File: src/rtl/edge_detect_irq.sv
// Multi-channel input conditioner: synchroniser, debouncer, edge detector
// and sticky per-channel pending flags feeding one registered irq line.
module edge_detect_irq #(
  parameter int N_CH        = 4,
  parameter int SYNC_STAGES = 2,
  parameter int DEB_CYCLES  = 4
) (
  input  logic              clk,
  input  logic              rst_n,
  input  logic [N_CH-1:0]   sig,
  input  logic [2*N_CH-1:0] edge_sel,
  input  logic [N_CH-1:0]   irq_clr,
  output logic [N_CH-1:0]   sig_db,
  output logic [N_CH-1:0]   r_edge,
  output logic [N_CH-1:0]   f_edge,
  output logic [N_CH-1:0]   pending,
  output logic              irq
);

  localparam int CNT_W = $clog2(DEB_CYCLES + 1);
  localparam logic [CNT_W-1:0] CNT_LAST = CNT_W'(DEB_CYCLES - 1);
  localparam logic [CNT_W-1:0] CNT_ONE  = CNT_W'(1);

  for (genvar i = 0; i < N_CH; i++) begin : g_ch
    logic [SYNC_STAGES-1:0] sync_q;
    logic [CNT_W-1:0]       cnt;
    logic                   syn;
    logic                   db_q;
    logic                   rise_q;
    logic                   fall_q;
    logic                   pend_q;
    logic                   qual;

    assign syn  = sync_q[SYNC_STAGES-1];
    assign qual = (rise_q & edge_sel[2*i])
                | (fall_q & edge_sel[2*i+1]);

    always_ff @(posedge clk or negedge rst_n) begin
      if (!rst_n) begin
        sync_q <= '0;
      end else begin
        sync_q <= {sync_q[SYNC_STAGES-2:0], sig[i]};
      end
    end

    // Edge pulses are registered alongside the debounced level update.
    always_ff @(posedge clk or negedge rst_n) begin
      if (!rst_n) begin
        cnt    <= '0;
        db_q   <= 1'b0;
        rise_q <= 1'b0;
        fall_q <= 1'b0;
      end else begin
        rise_q <= 1'b0;
        fall_q <= 1'b0;
        if (syn == db_q) begin
          cnt <= '0;
        end else if (cnt == CNT_LAST) begin
          cnt    <= '0;
          db_q   <= syn;
          rise_q <= syn;
          fall_q <= ~syn;
        end else begin
          cnt <= cnt + CNT_ONE;
        end
      end
    end

    // Set beats clear so an edge coinciding with a clear is never lost.
    always_ff @(posedge clk or negedge rst_n) begin
      if (!rst_n) begin
        pend_q <= 1'b0;
      end else begin
        pend_q <= qual | (pend_q & ~irq_clr[i]);
      end
    end

    assign sig_db[i]  = db_q;
    assign r_edge[i]  = rise_q;
    assign f_edge[i]  = fall_q;
    assign pending[i] = pend_q;
  end

  always_ff @(posedge clk or negedge rst_n) begin
    if (!rst_n) begin
      irq <= 1'b0;
    end else begin
      irq <= |pending;
    end
  end

endmodule

File: config.mk
export PLATFORM = sky130hd
export DESIGN_NAME = edge_detect_irq
export DESIGN_NICKNAME = d
export VERILOG_FILES = /design/src/rtl/edge_detect_irq.sv
export SDC_FILE = /design/constraint.sdc
export NUM_CORES = 1
export LEC_CHECK = 0
export ABC_AREA = 1
export ABC_CLOCK_PERIOD_IN_PS = 1300
export BUFFER_PORTS_ARGS = -buffer_cell sky130_fd_sc_hd__buf_4
export CAP_MARGIN = 20
export CORE_MARGIN = 8
export CORE_UTILIZATION = 55
export CTS_BUF_LIST = sky130_fd_sc_hd__clkbuf_4 sky130_fd_sc_hd__clkbuf_8
export DETAILED_ROUTE_END_ITERATION = 10
export HOLD_SLACK_MARGIN = 0.15
export MAX_ROUTING_LAYER = met4
export PLACE_DENSITY_LB_ADDON = 0.2
export SKIP_CTS_REPAIR_TIMING = 1
export SYNTH_ARGS = -nofsm -noshare
export SYNTH_HDL_FRONTEND = slang
export SYNTH_SLANG_ARGS = --single-unit
File: constraint.sdc
create_clock -name clk -period 1.3 [get_ports clk]
set_clock_uncertainty 0.1 [all_clocks]
set_input_delay 0.195 -clock clk [delete_from_list [all_inputs] [get_ports clk]]
set_output_delay 0.195 -clock clk [all_outputs]
set_load 0.005 [all_outputs]
## After elaboration in Yosys (flattened, before gate mapping)

Cells that the tools add are included.

- Bits in registers: 37
- Input port bits: 18
- Word-level logic and storage cells: 98

- Add/sub/neg operators: 4
- Equal/unequal tests: 8
- Muxes and demuxes: 24
- Bitwise gates (word level): 32
- Reductions and logical operators: 5

Operator list:

| operator | count |
|---|---|
| $mux 3 | 8 |
| $mux 1 | 16 |
| $add 3x1->3 const B | 4 |
| $and 1x1->1 | 12 |
| $eq 3x2->1 const B | 4 |
| $not 1->1 | 12 |
| $or 1x1->1 | 8 |
| $reduce_and 2->1 | 4 |
| $eq 1x1->1 | 4 |
| $reduce_or 4->1 | 1 |

## Longest topological paths before layout

- Depth in word-level cells: 3
- Gate-level depth with buffers: 4

## Least setup slack after synthesis

OpenSTA, ideal clock, no wires.

- Kind: reg2reg
- From: register g_ch[0].cnt[0]
- To: register g_ch[0].cnt[0]
- Library setup time: 0.071 ns
- Arrival: 0.814 ns
- Data required time: 1.129 ns
- Setup slack: 0.315 ns
- Cell stages (with the launch flop): 5
- Path buffers: 0
- Path through: dfrtp_1 ha_1 nand2_1 nand2_1 nor2_1

- Word-level cells in the longest chain between the ends: 3

RTL lines:

| item | line | RTL |
|---|---|---|
| start, declared | 26 | `logic [CNT_W-1:0] cnt;` |
| start signal, assigned | 64 | `cnt <= cnt + CNT_ONE;` |
| $add 3x1->3 / $eq 3x2->1 (equally long branches) | 64, 58 |  |
| $mux 3 * | 58 | `end else if (cnt == CNT_LAST) begin` |
| $mux 3 * | 56 | `if (syn == db_q) begin` |

Every way passes the cells marked *; elsewhere a longest branch is shown, timed or not.
A chain may end at the register's enable or synchronous reset.

## Worst setup path after layout

- From: register g_ch[3].db_q
- To: output sig_db[3]

RTL lines:

| item | line | RTL |
|---|---|---|
| start, declared | 28 | `logic db_q;` |
| start signal, assigned | 60 | `db_q <= syn;` |
| end, declared | 13 | `output logic [N_CH-1:0] sig_db,` |

No word-level cell between the ends.

==> results_dict.tcl <==
set metrics [dict create \
    path_buf_inv 1 \
    switching_power_uw 905.8 \
    num-nets-final 224 \
    mostFrequentLayoutCell "nand2_1" \
    final_area_sq_um 1941 \
    routed-via-count 1076 \
    yosys.area.top_type "dfrtp_1" \
    die-area_sq_um 4672 \
    rsz0062_at_grt "no" \
    ant_nets 0 \
    fin_crit_ps 1218 \
    die_h_um 68.36 \
    drc 0 \
    cp.depth 1 \
    setup_violations 0 \
    antennaDiodeCount 0 \
    die_x_um 68.36 \
    r2r-end "g_ch[1].cnt[0]" \
    status "finished, final reports clean" \
    port_buffers 34 \
    cpPeakStageDelay_ps 430 \
    worst_slew_pin_slew_ps 435.2 \
    pwr-share-seq 0.483 \
    io-pin-count 35 \
    yosys.area.top_type_share 0.6141 \
    post-dp-hpwl_um 1880 \
    cp-startpoint "g_ch[3].db_q" \
    clkLatencyLatePin_ps 340 \
    routed_wl_um 2583 \
    grt_pass1_wl_um 4153 \
    grt_max_degree 38 \
    area_growth_syn_to_layout_pct 28.71 \
    internal_power_uw 2204 \
    critPathCaptureType "output port" \
    reg2reg_slack_ps 200 \
    r2r_cells 4 \
    antenna_found_initial 0 \
    crit_type "reg2out" \
    worstSetupEndpoint "sig_db[3]" \
    globalplace.congestion 0.7879 \
    synth.avg_cell_area_sq_um 9.423 \
    peakVddDrop_v 0.001585 \
    hp-class "in2async" \
    crit_fanout 4 \
    fmax_mhz 820.9 \
    drt-pass1-iter-count 4 \
    place_area_sq_um 1682 \
    tns_ps 0 \
    relSlewSlack 0.7099 \
    final.period_utilization 0.9371 \
    power.density_nw_per_um2 1603 \
    clk_pin_slew_ps 110 \
    seq_area_frac_synth 0.6141 \
    reg2reg_from "g_ch[1].cnt[0]" \
    final_cell_mix "nand2_1 (43), dfrtp_1 (37), buf_4 (34)" \
    synth_nets 182 \
    synthCells 160 \
    cts-root-buf "clkbuf_4" \
    grtUsageTotal 0.1220 \
    vias_per_cell 4.598 \
    cp.required_ps 1000 \
    hold_ws_ps 229.5 \
    cp_top_family "flip-flops" \
    synth_seq_cells 37 \
    drive_above_1_share 0.2266 \
    cts.sinks 37 \
    num-fill-cells 202 \
    clockBufferDepth 2 \
    start_kind "flop" \
    synth_warnings 0 \
    grt.overflow.total 0 \
    cts_tree "built" \
    drt_iter0_drc 33 \
    synth_area_sq_um 1508 \
    yosys.cell_types.count 9 \
    hold_violations 0 \
    start_util 0.5612 \
    slowest_stage "dfrtp_1" \
    maxSlewViolCount 0 \
    max_cap_viol_count 0 \
    core_sq_um 2686 \
    grt_pass1_vias 1054 \
    switching_share 0.2912 \
    drt-wirelength-per-cell_um 11.04 \
    synth_area_leaders "dfrtp_1 (61%), nand2_1 (11%), buf_4 (8.0%)" \
    cp.arrival_ps 920 \
    cts_inserted_buffers 5 \
    leakagePower_uw 0.001059 \
    combPwrFrac 0.252 \
    rows 19 \
    finish.utilization 0.7224 \
    clockPowerShare 0.266 \
    path_cells "buf_4" \
    cts-htree-levels 2 \
]
cell type report:
cell class / instances / area (sq um) / area share
sequential: 37 / 925.9 / 0.4771
clock inverter: 2 / 37.54 / 0.01934
timing repair buffer: 51 / 425.4 / 0.2192
clock buffer: 6 / 51.30 / 0.02643
multi-input combinational: 81 / 364.1 / 0.1876
tap: 31 / 38.79 / 0.01999
inverter: 26 / 97.59 / 0.05029
synth_stat cells:
master	number
inv_1	26
nor3_1	4
ha_1	4
nor2_1	18
buf_4	16
nand2_1	43
nand3_1	8
nand2_2	4
dfrtp_1	37
worst min path at each step:
stage | slack (ps) | cells past startpoint | to | start
after floorplan | -200 | 0 | g_ch[0].cnt[0] | rst_n
after global placement | 70 | 1 | g_ch[2].fall_q | rst_n
after detailed placement | 80 | 1 | g_ch[2].db_q | rst_n
after CTS | -310 | 1 | g_ch[0].pend_q | rst_n
after global routing | 260 | 2 | g_ch[3].cnt[2] | rst_n
final | 230 | 2 | g_ch[3].cnt[2] | rst_n
metrics by stage:
step | total power, uW | std cells | setup WS [ps]
2_1_floorplan | 2057 | 160 | 314.7
3_3_place_gp | 2221 | 209 | 293.1
3_5_place_dp | 2285 | 209 | 221.3
4_1_cts | 3114 | 217 | 62.53
5_1_grt | 3350 | 234 | 15.10
6_report | 3110 | 234 | 81.82
power groups by stage:
stage	sequential (uW)	combinational [uW]	clock, uW
6_report	1500	782	826
5_1_grt	1530	911	904
4_1_cts	1500	759	851
3_5_place_dp	1530	756	0
3_3_place_gp	1510	713	0
2_1_floorplan	1490	566	0
routing by layer:
| metal | up-vias | GRT usage | wire [um] |
|---|---|---|---|
| li1 | 543 | - | - |
| met1 | 487 | 0.1283 | 1102 |
| met2 | 41 | 0.1958 | 1207 |
| met3 | 5 | 0.05892 | 239 |
| met4 | 0 | 0.04348 | 34 |
| met5 | - | - | 0 |
logic make-up (layout without fill, tap and decap cells):
group	after synthesis	in the layout	share of synthesized area
AND/OR/NAND/NOR	77	77	0.2083
buffers and inverters	42	85	0.1444
flip-flops	37	37	0.6141
adder cells (fa/ha/maj)	4	4	0.03320
registers in the layout, indices dropped and copies added (netlist names):
name / cells
g_ch.sync_q: 8
g_ch.db_q: 4
g_ch.fall_q: 4
g_ch.pend_q: 4
g_ch.cnt: 12
g_ch.rise_q: 4
irq: 1
(Power assumes the default switching activity.)
